$ cat src/rtl/mac_seq_ctrl.sv
// mac_seq_ctrl: job sequencer for one MAC block. A command sets the job
// configuration. The block then streams operand beats into the MAC, times the
// MAC result pipeline and returns results on a valid/ready channel.
//
// Ports:
//   clk, rst                 clock and synchronous active-high reset
//   abort                    abort the current job (present only when
//                            MAC_SEQ_ABORT_EN is defined)
//   cmd_valid/cmd_ready      command handshake
//   cmd_mode/acc/init/len    job mode, accumulate flag, initial value and
//                            beat count
//   op_valid/op_ready        operand beat handshake; op_a is A3..A0, op_b is B0
//   res_valid/res_ready      result handshake; res_data holds the result and
//                            res_last marks the final result of a job
//   mac_rst, mac_en, mac_cfg drive the MAC block's rst, en and cfg
//                            (mac_cfg is {init, conf})
//   mac_a0..a3, mac_b0       MAC operand registers
//   mac_c                    MAC block output
//   busy                     high whenever the FSM is not idle
//
// The `MAC_*` width and mode macros fall back to local defaults when the MAC
// block's header has not already defined them.

`ifndef MAC_MIN_WIDTH
`define MAC_MIN_WIDTH 8
`endif
`ifndef MAC_ACC_WIDTH
`define MAC_ACC_WIDTH 32
`endif
`ifndef MAC_CONF_WIDTH
`define MAC_CONF_WIDTH 3
`endif
`ifndef MAC_SINGLE
`define MAC_SINGLE 2'd0
`endif
`ifndef MAC_DUAL
`define MAC_DUAL 2'd1
`endif
`ifndef MAC_QUAD
`define MAC_QUAD 2'd2
`endif

module mac_seq_ctrl #(
    parameter int LEN_WIDTH  = 8,
    parameter int RESULT_LAT = 1
) (
    input  logic                                     clk,
    input  logic                                     rst,
`ifdef MAC_SEQ_ABORT_EN
    input  logic                                     abort,
`endif
    input  logic                                     cmd_valid,
    output logic                                     cmd_ready,
    input  logic [1:0]                               cmd_mode,
    input  logic                                     cmd_acc,
    input  logic [`MAC_ACC_WIDTH-1:0]                cmd_init,
    input  logic [LEN_WIDTH-1:0]                     cmd_len,
    input  logic                                     op_valid,
    output logic                                     op_ready,
    input  logic [4*`MAC_MIN_WIDTH-1:0]              op_a,
    input  logic [`MAC_MIN_WIDTH-1:0]                op_b,
    output logic                                     res_valid,
    input  logic                                     res_ready,
    output logic [`MAC_ACC_WIDTH-1:0]                res_data,
    output logic                                     res_last,
    output logic                                     mac_rst,
    output logic                                     mac_en,
    output logic [`MAC_ACC_WIDTH+`MAC_CONF_WIDTH-1:0] mac_cfg,
    output logic [`MAC_MIN_WIDTH-1:0]                mac_a0,
    output logic [`MAC_MIN_WIDTH-1:0]                mac_a1,
    output logic [`MAC_MIN_WIDTH-1:0]                mac_a2,
    output logic [`MAC_MIN_WIDTH-1:0]                mac_a3,
    output logic [`MAC_MIN_WIDTH-1:0]                mac_b0,
    input  logic [`MAC_ACC_WIDTH-1:0]                mac_c,
    output logic                                     busy
);

    localparam int MW = `MAC_MIN_WIDTH;
    localparam int AW = `MAC_ACC_WIDTH;
    localparam int CW = `MAC_CONF_WIDTH;

    // The drain counter starts at RESULT_LAT-1 and reaches 0 in the cycle
    // where mac_c is valid.
    localparam logic [1:0] LAT_INIT = 2'(RESULT_LAT - 1);

    localparam logic [LEN_WIDTH-1:0] CNT_ONE = LEN_WIDTH'(1);

    typedef enum logic [2:0] {
        S_IDLE,
        S_LOAD,
        S_RUN,
        S_DRAIN,
        S_HOLD
    } state_t;

    state_t               state_q, state_d;
    logic [LEN_WIDTH-1:0] cnt_q;
    logic [1:0]           lat_q;
    logic                 abort_hit;
    logic                 cmd_fire;
    logic                 beat_fire;
    logic                 capture;
    logic                 consume;
    logic [1:0]           mode_n;
    logic [CW-1:0]        conf_d;
    logic                 job_acc;
    logic [AW-1:0]        job_init;

`ifdef MAC_SEQ_ABORT_EN
    assign abort_hit = abort && (state_q != S_IDLE);
`else
    assign abort_hit = 1'b0;
`endif

    assign job_acc  = mac_cfg[CW-1];
    assign job_init = mac_cfg[AW+CW-1:CW];

    // Any mode code other than DUAL or QUAD is stored as SINGLE.
    always_comb begin
        mode_n = `MAC_SINGLE;
        if (cmd_mode == `MAC_DUAL || cmd_mode == `MAC_QUAD)
            mode_n = cmd_mode;
        conf_d        = '0;
        conf_d[1:0]   = mode_n;
        conf_d[CW-1]  = cmd_acc;
    end

    always_comb begin
        state_d   = state_q;
        cmd_ready = 1'b0;
        op_ready  = 1'b0;
        res_valid = 1'b0;
        cmd_fire  = 1'b0;
        beat_fire = 1'b0;
        capture   = 1'b0;
        consume   = 1'b0;
        mac_rst   = rst || (state_q == S_LOAD) || abort_hit;
        busy      = (state_q != S_IDLE);
        unique case (state_q)
            S_IDLE: begin
                cmd_ready = !rst;
                cmd_fire  = cmd_valid && !rst;
                if (cmd_fire)
                    state_d = S_LOAD;
            end
            S_LOAD: begin
                state_d = (cnt_q != '0) ? S_RUN : S_HOLD;
            end
            S_RUN: begin
                // RUN never coexists with an in-flight beat or held result,
                // so beats remaining is the only condition in both modes.
                op_ready  = (cnt_q != '0) && !abort_hit;
                beat_fire = op_valid && op_ready;
                if (beat_fire && (!job_acc || cnt_q == CNT_ONE))
                    state_d = S_DRAIN;
            end
            S_DRAIN: begin
                if (lat_q == '0) begin
                    capture = !abort_hit;
                    state_d = S_HOLD;
                end
            end
            S_HOLD: begin
                res_valid = !abort_hit;
                consume   = res_valid && res_ready;
                if (consume)
                    state_d = res_last ? S_IDLE : S_RUN;
            end
            default: state_d = S_IDLE;
        endcase
        if (abort_hit)
            state_d = S_IDLE;
    end

    always_ff @(posedge clk) begin
        if (rst) begin
            state_q  <= S_IDLE;
            cnt_q    <= '0;
            lat_q    <= '0;
            mac_en   <= 1'b0;
            mac_cfg  <= '0;
            mac_a0   <= '0;
            mac_a1   <= '0;
            mac_a2   <= '0;
            mac_a3   <= '0;
            mac_b0   <= '0;
            res_data <= '0;
            res_last <= 1'b0;
        end else begin
            state_q <= state_d;
            mac_en  <= beat_fire;

            if (cmd_fire) begin
                mac_cfg <= {cmd_init, conf_d};
                cnt_q   <= cmd_len;
            end

            if (beat_fire) begin
                mac_a0 <= op_a[0*MW +: MW];
                mac_a1 <= op_a[1*MW +: MW];
                mac_a2 <= op_a[2*MW +: MW];
                mac_a3 <= op_a[3*MW +: MW];
                mac_b0 <= op_b;
                cnt_q  <= cnt_q - CNT_ONE;
                lat_q  <= LAT_INIT;
            end else if (state_q == S_DRAIN && lat_q != '0) begin
                lat_q <= lat_q - 2'd1;
            end

            // An empty job answers directly without sampling the MAC.
            if (state_q == S_LOAD && cnt_q == '0) begin
                res_data <= job_acc ? job_init : '0;
                res_last <= 1'b1;
            end

            if (capture) begin
                res_data <= mac_c;
                res_last <= (cnt_q == '0);
            end

            if (consume)
                res_last <= 1'b0;

            if (abort_hit) begin
                cnt_q    <= '0;
                res_last <= 1'b0;
            end
        end
    end

endmodule
$ cat config.mk
export PLATFORM = sky130hd
export DESIGN_NAME = mac_seq_ctrl
export DESIGN_NICKNAME = d
export VERILOG_FILES = /design/src/rtl/mac_seq_ctrl.sv
export SDC_FILE = /design/constraint.sdc
export NUM_CORES = 1
export LEC_CHECK = 0
export BUFFER_PORTS_ARGS = -buffer_cell sky130_fd_sc_hd__buf_2
export CAP_MARGIN = 10
export CORE_ASPECT_RATIO = 1.75
export CORE_UTILIZATION = 45
export CTS_CLUSTER_SIZE = 10
export DETAILED_ROUTE_END_ITERATION = 6
export GPL_ROUTABILITY_DRIVEN = 1
export PLACE_DENSITY = 0.78
export SYNTH_ARGS = -nofsm -noshare
export SYNTH_HDL_FRONTEND = slang
export SYNTH_SLANG_ARGS = --single-unit
export TNS_END_PERCENT = 1
$ cat constraint.sdc
create_clock -name clk -period 2.2 [get_ports clk]
set_input_delay 0 -clock clk [delete_from_list [all_inputs] [get_ports clk]]
set_output_delay 0 -clock clk [all_outputs]
set_load 0.02 [all_outputs]
* Yosys cells after proc, flatten, opt, wreduce, memory -nomap -nowiden
Index checks and enable logic that the tools add are counted.
Storage, ports and cells: bits in registers 122, input bits 120, output and inout port bits 114, word-level logic and storage cells 69
Cells by class: add/subtract/negate cells 2, eq/ne operators 11, multiplexer cells 23, reduce and logical (&&, ||, !) cells 21
Operators by type and width (count):
- 32-bit two-way mux | 3
- 8-bit two-way mux | 2
- 3-bit two-way mux | 5
- 3-bit one-hot mux with 5 select lines | 1
- 1-bit two-way mux | 10
- 8-bit by 1-bit equality test with 1-bit output, second input constant | 1
- 8-bit logical NOT | 1
- 2-bit != test, second input constant | 4
- 8-bit nonzero test | 1
- 8-bit by 1-bit subtractor with 8-bit output, second input constant | 1
- 3-bit by 2-bit equality test with 1-bit output, second input constant | 2
- 2-bit nonzero test | 3
- 1-bit logical AND | 5
- 2-bit two-way mux | 2
- 4-bit AND reduction | 1
- 2-bit OR reduction | 2
- 3-bit by 1-bit equality test with 1-bit output, second input constant | 1
- 3-bit equality test, second input constant | 1
- 3-bit logical NOT | 1
- 1-bit logical OR | 3
- 3-bit nonzero test | 1
- 2-bit by 1-bit equality test with 1-bit output, second input constant | 1
- 2-bit equality test, second input constant | 1
- 1-bit logical NOT | 2
- other kinds (2) | 2

* Longest topological paths before layout
word-level depth 5, mapped depth 9, depth with buffers taken out 6

* Worst setup path before layout
No wires, ideal clock.
path type register to output, start point reg cnt_q[0], end point out op_ready, arrival time 1.847 ns, data required time 2.200 ns, path slack 0.353 ns, cell stages (with the launch flop) 7, path buffers 1, cells stage by stage dfxtp_1 inv_1 ha_1 buf_2 nor3b_1 and2_1 nor4b_1
Between the ends: cells in the longest elaborated chain, start to end 2
RTL lines:
- start, declared | line 97 | logic [LEN_WIDTH-1:0] cnt_q;
- start signal, assigned | line 195 | cnt_q <= cmd_len;
- start signal, assigned | line 204 | cnt_q <= cnt_q - CNT_ONE;
- 8-bit nonzero test | line 152 | op_ready = (cnt_q != '0) && !abort_hit;
- 1-bit two-way mux | line 139 | unique case (state_q)
- end, declared | line 59 | output logic op_ready,
Every way passes these cells.

* Worst setup path in the final report
Same ends and word-level chain as after synthesis.

==> impl_summary.log <==
[metrics] Die Span X: 82.59 µm
[metrics] DR WL/cell: 16.72 µm
[metrics] final worst path period need: 2.106 ns
[metrics] Post-Syn Area per Cell: 8.145 µm²
[metrics] largest family of logic cells by synthesized area: simple AND/OR/NAND/NOR gates
[metrics] number of global-route vias before repair: 5,962
[metrics] number of clock sinks: 122
[metrics] highest clock rate: 0.4748 GHz
[metrics] Synth Area in Compound Gates: 0.1781
[metrics] startpoint of the lowest-slack hold path: rst
[metrics] total number of placement rows: 51
[metrics] I/O pin total: 234
[metrics] Post-Syn Area: 5115 µm²
[metrics] hold endpoint: mac_a0[3]
[metrics] Hold/Removal Path Class: input pin to flop
[metrics] number of hold violations in the final report: 0
[metrics] cell breakdown of the critical path: inv_1 -> ha_1 -> nor3b_1 -> buf_4 -> and2_1 -> nor4b_2 -> buf_4
[metrics] Synth Instances: 628
[metrics] clock network latency to the later pin of the worst-skew pair: 0.41 ns
[metrics] Inserted Diodes: 0
[metrics] largest incremental delay on the critical path: 0.40 ns
[metrics] destination of the worst register-to-register timing path: lat_q[1]
[metrics] share of cell area taken by muxes after synthesis: 0.001957
[metrics] number of nets still failing antenna checks after routing: 0
[metrics] starting DRC count in detailed routing: 331
[metrics] met2 GRT Util: 0.5437
[metrics] core utilization of the finished layout: 0.7352
[metrics] number of I/O port buffers: 233
[metrics] area added between synthesis and finish: 59.59%
[metrics] endpoints failing setup: 0
[metrics] Via Count: 6,091
[metrics] total routed wirelength: 18,510 µm
[metrics] final count of pins violating max slew: 0
[metrics] met3 track utilization from global routing: 0.08307
[metrics] Hold Path Stages: 3
[metrics] Core Region: 11,100 µm²
[metrics] Clock Tree Root: sky130_fd_sc_hd__clkbuf_16
[metrics] Slew @ Worst Pin: 0.5482 ns
[metrics] Max-cap violations: 0
[metrics] Max Fanout on Critical Path: 5
[metrics] CP Launch Type: flop
[metrics] maximum resistive drop on vdd: 685.9 µV
[metrics] antenna violations before repair: 0
[metrics] Slew Limit Headroom: 0.6295
[metrics] Post-Synth Adder-Cell Area: 0.007339
[metrics] clock-pin transition on the worst setup and hold timing paths: 0.06 ns
[metrics] number of clock buffers inserted by TritonCTS: 17
[metrics] routability congestion estimate: 0.8135
[metrics] filler-free cell count of the finished design: 1,107
[metrics] Unique masters post-synth: 47
[metrics] WP data required: 2.20 ns
[metrics] number of H-tree levels: 4
[metrics] simple-gate area share of the yosys netlist: 0.2774
[metrics] met1 layer usage reported by global route: 0.3170
[metrics] total of flip-flops plus latches after synthesis: 122
[metrics] depth of the worst register-to-register path: 7
[metrics] setup repair after global routing missed its margin: yes
[metrics] cell type with the highest occurrence count on the critical path: sky130_fd_sc_hd__buf_4
[metrics] result of the run: completed
[metrics] Reg2Reg Launch Point: cnt_q[0]
[metrics] GRT Total Usage: 0.3118
[metrics] sequential share of the synthesized area: 0.4775
[metrics] crit path kind: flop to output port
[metrics] overall die area: 11,810 µm²
[metrics] Pwr Density: 902.6 nW/µm²
[metrics] leakage component of the power: 3.598 nW
[metrics] busiest layer in global routing: met2
[metrics] clock tree from TritonCTS: built
[metrics] net count reported at finish: 1,085
[metrics] slowest stage cell on the critical path: sky130_fd_sc_hd__dfxtp_1
[metrics] Clock Path Buffers: 2
[metrics] CP endpoint kind: output port
[metrics] largest net degree at the start of global routing: 125
[metrics] synthesized net count: 751
[metrics] die height: 143.0 µm
[metrics] iteration count of the initial detailed-routing pass: 6
[metrics] fraction of synthesized cell area in xor and xnor cells: 0.001712
[metrics] global-route wire length before repair: 27,920 µm
[metrics] Cells after DPL: 957
[metrics] Setup Skew: 0.01383 ns
[metrics] vias per inst: 5.502
[metrics] post-route DRC violation count: 0
[metrics] GRT overflow: 0
[metrics] share of final-layout standard cells stronger than drive strength 1: 0.3046
[metrics] arrival time at the worst endpoint: 2.11 ns
[metrics] starting utilization of the core area: 0.4607
[metrics] WHS: 0.1845 ns
[metrics] Syn. warnings: 0
[metrics] half-perimeter wire length after detailed placement: 10,070 µm
[metrics] register-to-register setup slack: 0.21 ns
[metrics] Layout fillers: 789
[metrics] crit share post-route: 0.9573
[cell usage after synthesis, drive strengths merged]
cell	n	share of area
and2	1	0.0012
a21oi	51	0.050
xnor2	1	0.0017
nor4	1	0.0042
and3	2	0.0024
a2111oi	1	0.0017
o32a	1	0.0020
a211oi	4	0.0059
o311ai	1	0.0017
o211ai	2	0.0029
nor3b	2	0.0029
a31oi	35	0.043
nand4	1	0.0012
a32oi	1	0.0017
ha	3	0.0073
o21bai	1	0.0015
a22oi	35	0.051
clkbuf	36	0.027
or3	2	0.0024
o22ai	2	0.0024
nand2b	3	0.0037
nand3b	35	0.051
o21ba	1	0.0020
nand4b	1	0.0017
a2bb2oi	1	0.0017
nor2	11	0.0086
inv	6	0.0044
buf	22	0.025
nor4b	3	0.0051
a21o	3	0.0044
and4b	1	0.0020
dfxtp	122	0.48
nor3	2	0.0020
o21ai	2	0.0020
mux2i	1	0.0020
nand3	70	0.068
a21bo	1	0.0020
or2	1	0.0012
a21boi	1	0.0022
nor2b	1	0.0012
nor4bb	2	0.0039
nand2	155	0.11
[what timing repair did]
action / CTS / global route
setup endpoints to repair: 1 / 2
endpoints found under the hold margin: 117 / 0
buffers inserted: 0 / 0
hold buffers: 117 / 0
gates resized for setup: 1 / 1
gates cloned: 0 / 1
pin swaps: 0 / 1
[worst max path at each step]
| stage | from | end | cells after the start |
|---|---|---|---|
| finish | cnt_q[0] | op_ready | 7 |
| global route | cnt_q[0] | op_ready | 7 |
| CTS | state_q[2] | mac_cfg[0] | 6 |
| detailed placement | state_q[2] | mac_cfg[28] | 6 |
| global placement | state_q[2] | mac_cfg[27] | 6 |
| floorplan | cnt_q[0] | op_ready | 6 |
[cell families (layout without fill, tap and decap cells)]
family / after synthesis / after routing
AND/OR/NAND/NOR: 294 / 295
AO/OA/AOI/OAI: 143 / 143
flip-flops: 122 / 122
buffers and inverters: 64 / 410
adder cells (fa/ha/maj): 3 / 3
XOR/XNOR: 1 / 1
multiplexers: 1 / 1
[layer usage]
layer / routed length, µm / part of all wire
met5: 0 / 0
met4: 915 / 0.049
met3: 1208 / 0.065
met2: 9676 / 0.52
met1: 6710 / 0.36
[through the flow]
stage / setup TNS (ns) / cell area [µm²] / setup slack [ns] / power [mW]
after global placement: 0 / 6415 / 0.3549 / 4.504
final: 0 / 8163 / 0.09405 / 7.368
after detailed placement: 0 / 6415 / 0.3155 / 4.516
after CTS: 0 / 8154 / 0.03664 / 7.324
after floorplan: 0 / 5115 / 0.3532 / 3.859
after global routing: -0.02863 / 8163 / -0.02863 / 7.685
[layout by cell type, fill, tap and decap left out, drive strengths merged, types with 4 or more instances in the layout]
master       synthesis  final
nand3               70     70
a211oi               4      4
clkbuf              36     17
dlygate4sd3          0    117
a22oi               35     35
nor2                11     12
a31oi               35     35
a21oi               51     51
inv                  6     13
nand2              155    155
dfxtp              122    122
clkinvlp             0      4
nand3b              35     35
buf                 22    255
[flip-flops by register name, indices dropped and copies added (netlist names)]
signal	flops
mac_en	1
cnt_q	8
res_last	1
mac_a3	8
mac_a1	8
mac_cfg	35
mac_a2	8
state_q	3
mac_b0	8
mac_a0	8
lat_q	2
res_data	32
[where the power goes]
| part | internal, mW | total (mW) | switching [mW] |
|---|---|---|---|
| combinational | 0.782 | 2.08 | 1.30 |
| sequential | 2.44 | 2.63 | 0.192 |
| clock | 1.57 | 2.66 | 1.09 |
| total | 4.79 | 7.37 | 2.58 |
[area by class of cell]
cell class                      count  area (µm²)  area share
Clock inverter                     15       136.4     0.01671
Tap cell                          132       165.2     0.02023
Inverter                            6       22.52    0.002759
Multi-Input combinational cell    443        2414      0.2957
Sequential cell                   122        2442      0.2992
Timing Repair Buffer              372        2557      0.3133
Clock buffer                       17       425.4     0.05212
[critical path, delay by kind of cell (launching register included)]
| kind | cells | cell delay (ns) |
|---|---|---|
| simple gates | 3 | 0.65 |
| buf+inv | 3 | 0.44 |
| flops | 1 | 0.40 |
| fa+ha+maj | 1 | 0.22 |
(Power assumes the default switching activity.)
